==> config.mk <==
export PLATFORM = sky130hd
export DESIGN_NAME = gray_step_encoder
export DESIGN_NICKNAME = d
export VERILOG_FILES = /design/src/rtl/gray_step_encoder.sv
export SDC_FILE = /design/constraint.sdc
export NUM_CORES = 1
export LEC_CHECK = 0
export BUFFER_PORTS_ARGS = -buffer_cell sky130_fd_sc_hd__buf_2
export CAP_MARGIN = 20
export CORE_UTILIZATION = 45
export CTS_CLUSTER_DIAMETER = 100
export DETAILED_ROUTE_END_ITERATION = 7
export GPL_TIMING_DRIVEN = 0
export PLACE_DENSITY = 0.73
export REMOVE_ABC_BUFFERS = 1
export SLEW_MARGIN = 20
export SYNTH_ARGS = -nofsm -noshare
export SYNTH_HDL_FRONTEND = slang
export SYNTH_SLANG_ARGS = --single-unit
==> constraint.sdc <==
create_clock -name clk -period 5.45 [get_ports clk]
set_clock_uncertainty 0.1 [all_clocks]
set_input_delay 1.635 -clock clk [delete_from_list [all_inputs] [get_ports clk]]
set_output_delay 1.635 -clock clk [all_outputs]
set_load 0.02 [all_outputs]
==> src/rtl/gray_step_encoder.sv <==
// Prescaled up/down binary counter with a registered Gray-code output and a
// valid/ready handshake: each new code is held until the downstream decoder accepts it.
module gray_step_encoder #(
   parameter int unsigned WIDTH    = 4,
   parameter int unsigned PRESCALE = 27_000_000
) (
   input  logic             clk,
   input  logic             rst,
   input  logic             enable,
   input  logic             up_down,
   input  logic             load,
   input  logic [WIDTH-1:0] load_value,
   input  logic             ready,
   output logic [WIDTH-1:0] gray_code,
   output logic [WIDTH-1:0] bin_value,
   output logic             step_valid,
   output logic             wrap
);

   localparam int unsigned     PW       = (PRESCALE > 2) ? $clog2(PRESCALE) : 1;
   localparam logic [PW-1:0]   PresLast = PW'(PRESCALE - 1);
   localparam logic [WIDTH-1:0] BinMax  = '1;

   typedef enum logic [1:0] {
      StIdle,
      StRun,
      StHold
   } state_e;

   state_e           state;
   logic [PW-1:0]    presc;
   logic             tick;
   logic [WIDTH-1:0] bin_step;
   logic             step_wrap;

   function automatic logic [WIDTH-1:0] to_gray(input logic [WIDTH-1:0] b);
      return b ^ (b >> 1);
   endfunction

   assign tick = enable && (presc == PresLast);

   always_comb begin
      bin_step  = '0;
      step_wrap = 1'b0;
      if (up_down) begin
         bin_step  = bin_value + WIDTH'(1);
         step_wrap = (bin_value == BinMax);
      end else begin
         bin_step  = bin_value - WIDTH'(1);
         step_wrap = (bin_value == '0);
      end
   end

   always_ff @(posedge clk) begin
      if (rst) begin
         state      <= StIdle;
         presc      <= '0;
         bin_value  <= '0;
         gray_code  <= '0;
         step_valid <= 1'b0;
         wrap       <= 1'b0;
      end else begin
         if (load) begin
            presc <= '0;
         end else if (enable) begin
            presc <= (presc == PresLast) ? '0 : presc + PW'(1);
         end

         // A load wins over everything else, including a coincident tick.
         if (load) begin
            bin_value  <= load_value;
            gray_code  <= to_gray(load_value);
            step_valid <= 1'b1;
            wrap       <= 1'b0;
            state      <= StHold;
         end else begin
            unique case (state)
               StIdle, StRun: begin
                  if (tick) begin
                     bin_value  <= bin_step;
                     gray_code  <= to_gray(bin_step);
                     step_valid <= 1'b1;
                     wrap       <= step_wrap;
                     state      <= StHold;
                  end else begin
                     state <= enable ? StRun : StIdle;
                  end
               end
               // Ticks arriving here are dropped so the count never skips a code.
               StHold: begin
                  if (ready) begin
                     step_valid <= 1'b0;
                     wrap       <= 1'b0;
                     state      <= enable ? StRun : StIdle;
                  end
               end
               default: state <= StIdle;
            endcase
         end
      end
   end

endmodule

-- Word-level counts from Yosys, hierarchy flattened
Cells that the tools add are included.
- register bits: 37
- input bits: 10
- logic and storage cells: 52
- $add $sub $neg: 3
- eq/ne operators: 8
- multiplexer cells: 20
- bitwise operators: 2
- reduce and logical (&&, ||, !) cells: 12
- operators with widths (cell ; count):
    4-bit 2-to-1 mux ; 7
    25-bit by 1-bit adder with 25-bit output, second input constant ; 1
    25-bit equality test, second input constant ; 1
    25-bit 2-to-1 mux ; 1
    4-bit by 3-bit bitwise XOR with 4-bit output ; 2
    1-bit 2-to-1 mux ; 6
    2-bit 2-to-1 mux ; 3
    3-bit != test, second input constant ; 2
    3-bit AND reduction ; 2
    2-bit nonzero test ; 3
    4-bit by 1-bit adder with 4-bit output, second input constant ; 1
    4-bit equality test, second input constant ; 1
    4-bit logical NOT ; 1
    2-bit != test, second input constant ; 2
    1-bit case mux with 2 select lines ; 2
    2-bit case mux with 2 select lines ; 1
    2-bit OR reduction ; 2
    4-bit by 1-bit subtractor with 4-bit output, second input constant ; 1
    3-bit nonzero test ; 1
    2-bit by 1-bit equality test with 1-bit output, second input constant ; 1
    2-bit equality test, second input constant ; 1
    2-bit logical NOT ; 1
    2-bit AND reduction ; 1
    1-bit logical AND ; 1

-- Longest topological paths before layout
Gate-level depths: netlist of the first run.
- depth in word-level cells: 6
- mapped depth: 7
- mapped depth without buffers: 7

-- Worst setup path after synthesis of the first run
Ideal clock, no wire load.
- path kind: input to register
- start point: input port up_down
- end point: register gray_code[3]
- setup time: 0.091 ns
- data arrival time: 2.992 ns
- data required time: 5.259 ns
- path slack: 2.267 ns
- cell stages on the path: 7
- path buffers: 0
- cell sequence: inv_1 ha_1 a21o_1 a21oi_1 xnor2_1 or3_1 a311oi_1
- longest elaborated chain between the ends: 5
- RTL lines (what ; RTL line ; source):
    start: declaration ; 10 ; input logic up_down,
    4-bit 2-to-1 mux ; 45 ; if (up_down) begin
    4-bit by 3-bit bitwise XOR with 4-bit output ; 37 ; return b ^ (b >> 1);
    4-bit 2-to-1 mux ; 79 ; if (tick) begin
    4-bit 2-to-1 mux ; 77 ; unique case (state)
    4-bit 2-to-1 mux ; 70 ; if (load) begin
    end signal: assignment ; 72 ; gray_code <= to_gray(load_value);
    end signal: assignment ; 81 ; gray_code <= to_gray(bin_step);
    end: declaration ; 14 ; output logic [WIDTH-1:0] gray_code,
Every way passes these cells. The select of a mux whose other input is x is not followed.
A chain may end at the register's enable or synchronous reset.

-- Final worst setup path of the first run
- start point: input port enable
- end point: register gray_code[3]
- longest elaborated chain between the ends: 3
- RTL lines (what ; RTL line ; source):
    start: declaration ; 9 ; input logic enable,
    1-bit logical AND ; 40 ; assign tick = enable && (presc == PresLast);
    2-bit nonzero test (no line) ; n/a ;
    2-bit AND reduction (no line) ; n/a ;
Every way passes these cells.

==> impl_metrics.csv, run 1 <==
group,metric,value,unit
outcome,outcome,"completed",
clocking,cts_hold_buf,0,
pwr,p_sw,0.138,mW
detailed_routing,drc,0,
clocking,htree_levels,2,
sta,setup_viol_count_final,0,
floorplan,die_h,68.1,um
layout,finalNetCount,262,
clocking,clock_latency,0.30,ns
clocking,cts.reportedPaths.clkPinSlew,0.07,ns
clocking,cts_made_buffers,5,
sta,rsz0062_at_grt,"false",
synth,synthFlopType,"dfxtp_1",
synth,yosysWarnings,0,
placement,place_inst,291,
pwr,leakagePower,0.827,nW
worst_setup_path,crit_start,"enable",
pwr,p_sw_share,24.3,%
placement,pre_cts_ws,1.86,ns
clocking,cts_tree,"built",
floorplan,start_util,48.1,%
placement,io_buffers,19,
layout,layout-drive-gt1-share,13.7,%
placement,post-dp-hpwl,2940,um
detailed_routing,wl,4110,um
synth,ys_types,44,
detailed_routing,ant_nets,0,
run,cap_violations,0,
sta,setup_slack,2.19,ns
sta,fin_tns_setup,0,ns
pwr,peakVddDrop,0.188,mV
clocking,post_cts.repair.setup_buffers,0,
synth,synthArstFlopShare,0,%
floorplan,die_area,4640,sq um
pwr,clock_power_share,40.9,%
worst_setup_path,worstReg2RegStart,"presc[0]$_SDFFE_PP0P_",
global_routing,grt_pass1_wl,6670,um
placement,place.gp.congestion,0.863,
global_routing,antenna_found_initial,0,
detailed_routing,num_vias,1697,
synth,synth_area,1970,sq um
global_routing,grt_util_all_layers,19.7,%
sta,period_needed,3.26,ns
sta,fmax,0.307,GHz
layout,area_delta_synth_final,11.8,%
pwr,pwr-share-seq,48.1,%
detailed_routing,drt-initial-drc-count,63,
clocking,clock_sinks,36,
sta,worst_hold_slack,0.365,ns
layout,final_cell_count_no_fill,299,
worst_setup_path,arrival,3.37,ns
clocking,cts_buffer_depth,2,
worst_setup_path,cp_max_fo,18,
global_routing,grt-ovfl-total,0,
worst_setup_path,cp-end-kind,"flip-flop",
sta,hold_viol,0,
global_routing,grt_start_max_net_pins,19,
sta,worst_slew_pin_slew,0.623,ns
sta,fin_crit_sh,59.7,%
worst_setup_path,reg2reg_setup_slack,3.23,ns
worst_setup_path,worst_r2r_path_depth,6,
sta,finalMaxSlewViolations,0,
worst_setup_path,cp-start-kind,"input port",
layout,n_antenna_cell,0,
worst_setup_path,criticalPathCategory,"input port to flip-flop",
clocking,ctsResizeCount,0,
detailed_routing,drtPass1Iterations,4,
synth,syn_avg_cell_area,8.58,sq um
global_routing,grt_pass1_vias,1486,
synth,seq_area_frac_synth,36.7,%
detailed_routing,via_per_inst,5.68,
pwr,power.internal,0.432,mW
detailed_routing,wire_per_inst,13.8,um
synth,ys_ff_latch,36,
sta,slew_headroom,58.1,%
worst_setup_path,r2r-end,"gray_code[3]$_SDFFE_PP0P_",
floorplan,pin_count,20,
clocking,clockRootBuffer,"clkbuf_8",
pwr,combinationalPowerShare,11.0,%
worst_setup_path,cp.required,5.56,ns
synth,synth_edf_count,0,
worst_setup_path,endpoint,"gray_code[3]$_SDFFE_PP0P_",
floorplan,die_width,68.1,um
min_path,min_path_type,"flip-flop to flip-flop",
pwr,p_per_area,259,nW/um^2
synth,syn_inst,229,
floorplan,row_count,23,
floorplan,core_area,4090,sq um
==> synth_stat cells, drive strengths merged (3+ instances only) <==
| master | number | area [sq um] |
|---|---|---|
| nor3 | 6 | 30.0 |
| o21ai | 9 | 45.0 |
| nor4 | 6 | 65.1 |
| dfxtp | 36 | 721 |
| nand4 | 14 | 121 |
| or3 | 4 | 25.0 |
| nand3 | 13 | 65.1 |
| and3 | 6 | 37.5 |
| xor2 | 11 | 96.3 |
| nor2 | 33 | 124 |
| buf | 3 | 17.5 |
| nor4b | 3 | 26.3 |
| clkbuf | 4 | 15.0 |
| nand2 | 15 | 56.3 |
| ha | 3 | 37.5 |
| a21oi | 8 | 40.0 |
| inv | 8 | 30.0 |
| mux2i | 5 | 50.1 |
| xnor2 | 16 | 140 |
==> layout by cell type, fill, tap and decap left out, types with 6 or more instances in the layout <==
| master | instances |
|---|---|
| xor2_1 | 11 |
| inv_1 | 8 |
| nand4_1 | 10 |
| dfxtp_1 | 36 |
| nand2_1 | 15 |
| and3_1 | 6 |
| nor2_1 | 33 |
| nor3_1 | 6 |
| o21ai_0 | 9 |
| buf_2 | 19 |
| nand3_1 | 13 |
| a21oi_1 | 8 |
| xnor2_1 | 16 |
==> sequential cells by signal, summed over array words and instances, names as in the netlist <==
register,cells
presc,25
wrap,1
state,2
bin_value,3
step_valid,1
gray_code,4
==> layout make-up <==
cell class | count | area, sq um
Clock buffer | 6 | 72.6
Timing Repair Buffer | 19 | 95.1
Multi-Input combinational cell | 177 | 1180
Clock inverter | 2 | 35.0
Sequential cell | 36 | 721
Fill cell | 404 | 1890
Inverter | 9 | 33.8
Tap cell | 50 | 62.6
==> per-stage QoR <==
stage               cell area [sq um]  total power, mW  utilization (%)
finish                           2200            0.570             53.8
global route                     2200            0.595             53.8
floorplan                        1930            0.322                -
CTS                              2200            0.575             53.8
detailed placement               2090            0.343             51.2
global placement                 2090            0.341             51.2
==> critical path: stages <==
cell and delay (ns):
buf_2 0.27, nand3_1 0.19, nor2_1 0.38, nand4_4 0.24, or3_1 0.40, a311oi_1 0.25
==> kinds of logic after synthesis <==
kind of cell	count (synthesis)	synth area share, %
simple gates	110	32.0
flops	36	36.7
mux	5	2.55
buf+inv	16	3.37
fa+ha+maj	4	2.93
xor+xnor	28	13.2
compound gates	30	9.29
==> per-layer routing <==
| metal | part of all wire (%) | global-route usage, % | routed length (um) | up-vias |
|---|---|---|---|---|
| met5 | 0 | 0 | 0 | - |
| met4 | 2.2 | 8.85 | 89 | 0 |
| li1 | - | - | - | 849 |
| met2 | 47 | 32.4 | 1950 | 32 |
| met1 | 46 | 23.1 | 1910 | 808 |
| met3 | 4.2 | 6.50 | 172 | 8 |
==> power by group through the flow <==
stage | clock [mW] | sequential, mW | combinational [mW]
final | 0.233 | 0.274 | 0.0626
after global placement | 0 | 0.280 | 0.0616
after CTS | 0.238 | 0.274 | 0.0634
after global routing | 0.250 | 0.275 | 0.0699
after detailed placement | 0 | 0.280 | 0.0631
after floorplan | 0 | 0.286 | 0.0367
==> how the worst min path moves through the flow <==
stage / startpoint / to / slack [ns] / cells past startpoint
floorplan: presc[24]$_SDFFE_PP0P_ / presc[24]$_SDFFE_PP0P_ / 0.36 / 2
global route: step_valid$_SDFFE_PP0P_ / step_valid$_SDFFE_PP0P_ / 0.41 / 2
CTS: step_valid$_SDFFE_PP0P_ / step_valid$_SDFFE_PP0P_ / 0.36 / 2
global placement: step_valid$_SDFFE_PP0P_ / step_valid$_SDFFE_PP0P_ / 0.34 / 2
finish: step_valid$_SDFFE_PP0P_ / step_valid$_SDFFE_PP0P_ / 0.37 / 2
detailed placement: step_valid$_SDFFE_PP0P_ / step_valid$_SDFFE_PP0P_ / 0.35 / 2
(Power assumes the default switching activity.)
==> inputs of run 2 (changes only) <==
ABC_AREA = 1   (was unset)
PLACE_DENSITY = 0.72   (was 0.73)
clock period = 3 ns   (was 5.45 ns; I/O delays follow)
==> run 2 against run 1 <==
  * Via count is 11% higher
  * Cell count rose by 24%
  * Count of clock-buffer cells in the layout up 2
  * Combinational power grew 93%
  * Critical path type unchanged
  * First-iteration DRC count grew 83%
  * Sequential share of layout area is 0.55 points lower
  * Flip-flop and latch count is the same
  * Register-to-register slack worse by 2.2 ns
==> impl_metrics.csv, run 2 <==
group,metric,value,unit
synth,synth_top_cell_area_share,35.6,%
layout,largest_register_ffs,25,
worst_setup_path,cp_slowest_cell,"fa_1",
pwr,peakVddDrop,0.232,mV
synth,yosysMostFrequentCell,"nand2_1",
worst_setup_path,cp-end-kind,"flip-flop",
worst_setup_path,arrival,2.19,ns
global_routing,grt-ovfl-total,0,
clocking,clockRootBuffer,"clkbuf_8",
synth,yosysWarnings,0,
synth,synth_edf_count,0,
layout,n_fill_cell,427,
outcome,outcome,"completed",
worst_setup_path,cp-start-kind,"input port",
global_routing,antenna_found_initial,0,
floorplan,die_width,69.1,um
detailed_routing,via_per_inst,5.08,
sta,worst_slew_pin_slew,0.444,ns
pwr,leakagePower,0.912,nW
sta,hold_viol,0,
synth,synth_compound_area_share,11.0,%
synth,synthAdderAreaFrac,2.84,%
sta,worst_hold_slack,0.385,ns
clocking,ctsResizeCount,0,
floorplan,core_area,4350,sq um
synth,synthArstFlopShare,0,%
detailed_routing,drt-initial-drc-count,115,
layout,finalNetCount,331,
worst_setup_path,criticalPathCategory,"input port to flip-flop",
synth,yosys.area_share.simple,37.3,%
synth,synthMuxAreaShare,0,%
synth,syn_avg_cell_area,6.82,sq um
min_path,min_path_type,"flip-flop to flip-flop",
worst_setup_path,crit_chain,"buf_2 -> fa_1 -> nor2_1 -> o22ai_1 -> a22oi_1 -> nand2_1 -> a21oi_1",
placement,post-dp-hpwl,3160,um
detailed_routing,wl,4160,um
floorplan,start_util,46.6,%
layout,final_cell_count_no_fill,370,
detailed_routing,ant_nets,0,
clocking,post_cts.repair.setup_buffers,0,
synth,synth_area_leaders,"dfxtp_1 36%, nand2_1 11%, nor2_1 9.1%",
worst_setup_path,slowest_delay,0.53,ns
synth,synth_area,2030,sq um
global_routing,grt_pass1_wl,7330,um
synth,syn_inst,297,
clocking,cts_tree,"built",
clocking,clock_latency,0.29,ns
worst_setup_path,cp_max_fo,4,
layout,final_cell_mix,"62 x nand2_1, 49 x nor2_1, 36 x dfxtp_1",
floorplan,die_area,4780,sq um
pwr,p_per_area,436,nW/um^2
synth,seq_area_frac_synth,35.6,%
sta,setup_viol_count_final,0,
worst_setup_path,crit_family,"adder cells",
placement,io_buffers,19,
synth,yosysTopAreaCell,"dfxtp_1",
detailed_routing,drc,0,
clocking,cts_buffer_depth,2,
run,cap_violations,0,
floorplan,die_h,69.1,um
sta,fmax,0.482,GHz
synth,yosys.area_share.xor_xnor,4.75,%
sta,fin_crit_sh,69.2,%
sta,slew_headroom,70.3,%
layout,reg_top3,"presc: 25 flops, gray_code: 4 flops, bin_value: 3 flops",
worst_setup_path,cp_num_buf_inv,1,
layout,max_flop_register,"presc",
floorplan,pin_count,20,
synth,ys_types,35,
clocking,clock_sinks,36,
sta,finalMaxSlewViolations,0,
clocking,cts.reportedPaths.clkPinSlew,0.06,ns
sta,period_needed,2.08,ns
global_routing,grt_util_all_layers,18.8,%
detailed_routing,drtPass1Iterations,4,
detailed_routing,wire_per_inst,11.2,um
synth,ys_top_cells_by_count,"62 x nand2_1, 49 x nor2_1, 36 x dfxtp_1",
placement,place_inst,362,
detailed_routing,num_vias,1881,
layout,area_delta_synth_final,10.3,%
clocking,cts_hold_buf,0,
worst_setup_path,cp.required,3.12,ns
synth,synthFlopType,"dfxtp_1",
floorplan,row_count,24,
global_routing,grt_start_max_net_pins,12,
layout,layout-drive-gt1-share,15.1,%
clocking,cts_made_buffers,5,
placement,place.gp.congestion,0.828,
layout,n_antenna_cell,0,
sta,rsz0062_at_grt,"false",
layout,final_common_cell,"nand2_1",
clocking,htree_levels,2,
synth,synth_top_family_by_area,"simple AND/OR/NAND/NOR gates",
global_routing,grt_pass1_vias,1702,
sta,fin_tns_setup,0,ns
synth,ys_ff_latch,36,
==> run 2: cell types whose count changed in the layout (fill, tap and decap cells not counted), moves of 6 or more <==
cell	change
a21oi_1	+9
inv_1	+22
nand2_1	+47
nand4_1	-9
nor2_1	+16
nor2_2	+6
nand3_1	+11
and3_1	-6
xnor2_1	-14
==> run 2: where the power goes <==
group          internal, mW  switching (mW)
logic                0.0442          0.0770
clock network         0.187           0.167
registers             0.489          0.0102
total                 0.721           0.255
==> run 2: path summary, 6_finish.rpt <==
check	startpoint	to	slack, ns	cells after the start
max	up_down	gray_code[0]$_SDFFE_PP0P_	0.92	7
min	gray_code[1]$_SDFFE_PP0P_	gray_code[1]$_SDFFE_PP0P_	0.38	2
max reg2reg	presc[0]$_SDFFE_PP0P_	gray_code[2]$_SDFFE_PP0P_	1.01	10
min reg2reg	gray_code[1]$_SDFFE_PP0P_	gray_code[1]$_SDFFE_PP0P_	0.38	2
==> run 2: metrics by stage <==
step	util (%)	power, mW	setup slack [ns]	area, sq um
after global placement	49.3	0.629	0.638	2150
final	51.4	0.975	0.925	2240
after CTS	51.4	0.983	0.930	2240
after floorplan	-	0.592	0.883	1990
after detailed placement	49.3	0.631	0.618	2150
after global routing	51.4	1.02	0.764	2240
==> run 2: final cells by class <==
| class | instances | area, sq um | share of cell area [%] |
|---|---|---|---|
| Clock buffer | 8 | 90.1 | 4.03 |
| Multi-Input combinational cell | 220 | 1130 | 50.7 |
| Sequential cell | 36 | 721 | 32.2 |
| Tap cell | 52 | 65.1 | 2.91 |
| Inverter | 35 | 131 | 5.88 |
| Timing Repair Buffer | 19 | 95.1 | 4.25 |
==> run 2: logic make-up after synthesis <==
kind of cell	after synthesis
xor gates and xnor gates	11
DFF	36
adders and majority gates	4
AOI/OAI and AO/OA	39
and+or+nand+nor	166
buffers and inverters	41
==> run 2: worst register-to-register path, stage by stage (launching register included) <==
cell and delay (ns):
dfxtp_1 0.37, ha_1 0.21, nand3_1 0.11, inv_1 0.08
nand2_2 0.06, nor2_4 0.14, nand4_2 0.30, nand2_2 0.27
nand2_1 0.07, nor2_1 0.13, nor2_1 0.05
==> run 2: layer usage <==
metal	part of all wire [%]	wire length (um)	GRT usage [%]	vias to the layer above
met2	46	1930	29.9	38
met5	0	0	0	-
li1	-	-	-	994
met4	1.4	57	6.80	0
met3	4.5	186	4.53	5
met1	48	1990	24.7	844
==> inputs of run 3 (changes only) <==
PLACE_DENSITY = 0.75   (was 0.72)
clock period = 1.8 ns   (was 3 ns; I/O delays follow)
==> run 3 against run 2 <==
  * Combinational power up 88%
  * Via count rose by 1.6%
  * Sequential power grew 67%
  * First-iteration DRC count down 0.87%
  * Cell area increased by 5.8%
  * Largest cell class unchanged
  * Utilization rose by 3.0 points
  * Die area unchanged
  * Global-route usage up 0.17 points
  * Register-to-register slack worse by 0.93 ns
  * Clock power is 50% higher
  * Wire length grew 2.9%
  * Non-clock buffer count up 7
==> impl_metrics.csv, run 3 (synthesis results as in run 2) <==
group,metric,value,unit
worst_setup_path,criticalPathCategory,"flip-flop to flip-flop",
detailed_routing,wl,4280,um
worst_setup_path,endpoint,"presc[22]$_SDFFE_PP0P_",
sta,period_needed,1.72,ns
placement,place_area,2150,sq um
detailed_routing,drc,0,
global_routing,grt_util_all_layers,19.0,%
worst_setup_path,cp.required,1.88,ns
pwr,peakVddDrop,0.300,mV
sta,finalMaxSlewViolations,0,
placement,io_buffers,19,
pwr,power.internal,1.17,mW
layout,multi_input_area,1210,sq um
floorplan,die_width,69.1,um
layout,final_common_cell,"nand2_1",
pwr,p_sw_share,26.8,%
detailed_routing,ant_nets,0,
outcome,outcome,"completed",
clocking,cts_hold_buf,0,
sta,rsz0062_at_grt,"true",
detailed_routing,drtPass1Iterations,4,
worst_setup_path,worstReg2RegStart,"presc[1]$_SDFFE_PP0P_",
worst_setup_path,arrival,1.80,ns
detailed_routing,via_per_inst,5.09,
layout,area_delta_synth_final,16.7,%
min_path,min_from,"gray_code[1]$_SDFFE_PP0P_",
sta,slew_headroom,68.5,%
worst_setup_path,crit_start,"presc[1]$_SDFFE_PP0P_",
global_routing,grt-ovfl-total,0,
clocking,clock_sinks,36,
layout,layout-drive-gt1-share,21.6,%
detailed_routing,drt-initial-drc-count,114,
layout,n_antenna_cell,0,
floorplan,start_util,46.6,%
detailed_routing,wire_per_inst,11.4,um
clocking,cts_tree,"built",
floorplan,die_h,69.1,um
worst_setup_path,reg2reg_setup_slack,0.08,ns
floorplan,die_area,4780,sq um
detailed_routing,met1_length,2060,um
layout,max_flop_register,"presc",
layout,final_area,2370,sq um
global_routing,antenna_found_initial,0,
floorplan,pin_count,20,
clocking,cts_made_buffers,5,
pwr,combinationalPowerShare,14.3,%
worst_setup_path,cp-end-kind,"flip-flop",
layout,final_cell_mix,"61 x nand2_1, 44 x nor2_1, 33 x dfxtp_1",
detailed_routing,route.met2.wl,2070,um
sta,fmax,0.583,GHz
clocking,clock_latency,0.28,ns
pwr,clock_power_share,33.4,%
min_path,min_path_type,"flip-flop to flip-flop",
global_routing,grt_start_max_net_pins,12,
sta,worst_hold_slack,0.384,ns
layout,post-route-util,54.3,%
detailed_routing,wl_met3,122,um
worst_setup_path,cp_max_fo,5,
detailed_routing,num_vias,1912,
clocking,htree_levels,2,
clocking,cts.reportedPaths.clkPinSlew,0.07,ns
floorplan,row_count,24,
floorplan,core_area,4350,sq um
pwr,leakagePower,0.944,nW
pwr,p_sw,0.426,mW
layout,finalNetCount,338,
sta,setup_viol_count_final,0,
layout,n_fill_cell,417,
run,cap_violations,0,
detailed_routing,maxUsedRoutingLayer,"met4",
sta,hold_viol,0,
pwr,power,1.59,mW
worst_setup_path,worst_r2r_path_depth,8,
layout,ff_latch_area,727,sq um
sta,worst_slew_pin_slew,0.469,ns
sta,fin_crit_sh,95.4,%
global_routing,grt_pass1_wl,7400,um
placement,place.gp.congestion,0.817,
pwr,pwr-share-seq,52.3,%
layout,largest_register_ffs,25,
clocking,cts_buffer_depth,2,
pwr,p_per_area,674,nW/um^2
worst_setup_path,r2r-end,"presc[22]$_SDFFE_PP0P_",
global_routing,grt_pass1_vias,1766,
worst_setup_path,cp-start-kind,"flip-flop",
placement,post-dp-hpwl,3120,um
layout,reg_top3,"presc: 25 flops, gray_code: 4 flops, bin_value: 3 flops",
clocking,clockRootBuffer,"clkbuf_8",
==> run 3: metal layers <==
| layer | vias up | GRT usage (%) |
|---|---|---|
| met5 | - | 0 |
| met4 | 0 | 9.52 |
| met3 | 5 | 3.07 |
| met2 | 23 | 31.7 |
| met1 | 871 | 23.5 |
| li1 | 1013 | - |
==> run 3: critical path, stage by stage (launching register included) <==
cell and delay (ns):
dfxtp_1 0.37, ha_2 0.21, nand3_1 0.12, nor2_2 0.20, nand4_4 0.18, nor2_4 0.17, nand3_1 0.08, o21ai_1 0.14
nor2_1 0.05
==> run 3: worst min-delay path by stage <==
stage | endpoint | slack [ns] | cells past startpoint
2_1_floorplan | state[0]$_SDFFE_PP0P_ | 0.36 | 2
4_1_cts | gray_code[0]$_SDFFE_PP0P_ | 0.39 | 2
6_report | gray_code[1]$_SDFFE_PP0P_ | 0.38 | 2
3_5_place_dp | gray_code[0]$_SDFFE_PP0P_ | 0.38 | 2
3_3_place_gp | gray_code[1]$_SDFFE_PP0P_ | 0.37 | 2
5_1_grt | gray_code[3]$_SDFFE_PP0P_ | 0.40 | 2
==> run 3: power by group through the flow <==
stage	Combinational [mW]	Clock [mW]	Sequential, mW
global placement	0.198	0	0.850
detailed placement	0.201	0	0.851
floorplan	0.118	0	0.868
CTS	0.205	0.555	0.833
finish	0.228	0.532	0.834
global route	0.255	0.590	0.837
==> run 3: what timing repair did <==
item | 4_1_cts | 5_1_grt
gates resized for setup | 6 | 18
setup buffers | 0 | 7
pin swaps | 0 | 3
cloned | 0 | 0
setup endpoints to repair | 18 | 18
==> run 3: layout make-up <==
| class | count | share of cell area (%) |
|---|---|---|
| Sequential cell | 36 | 30.7 |
| Clock inverter | 1 | 0.212 |
| Tap cell | 52 | 2.75 |
| Clock buffer | 6 | 3.07 |
| Inverter | 35 | 5.55 |
| Multi-Input combinational cell | 220 | 51.3 |
| Timing Repair Buffer | 26 | 6.35 |
==> run 3: metrics by stage <==
stage,instances,setup TNS (ns),worst slack (ns)
floorplan,291,-0.0289,-0.0289
global placement,362,-2.11,-0.195
finish,376,0,0.0834
global route,376,0,0.00189
detailed placement,362,-2.61,-0.198
CTS,369,-0.0208,-0.0208
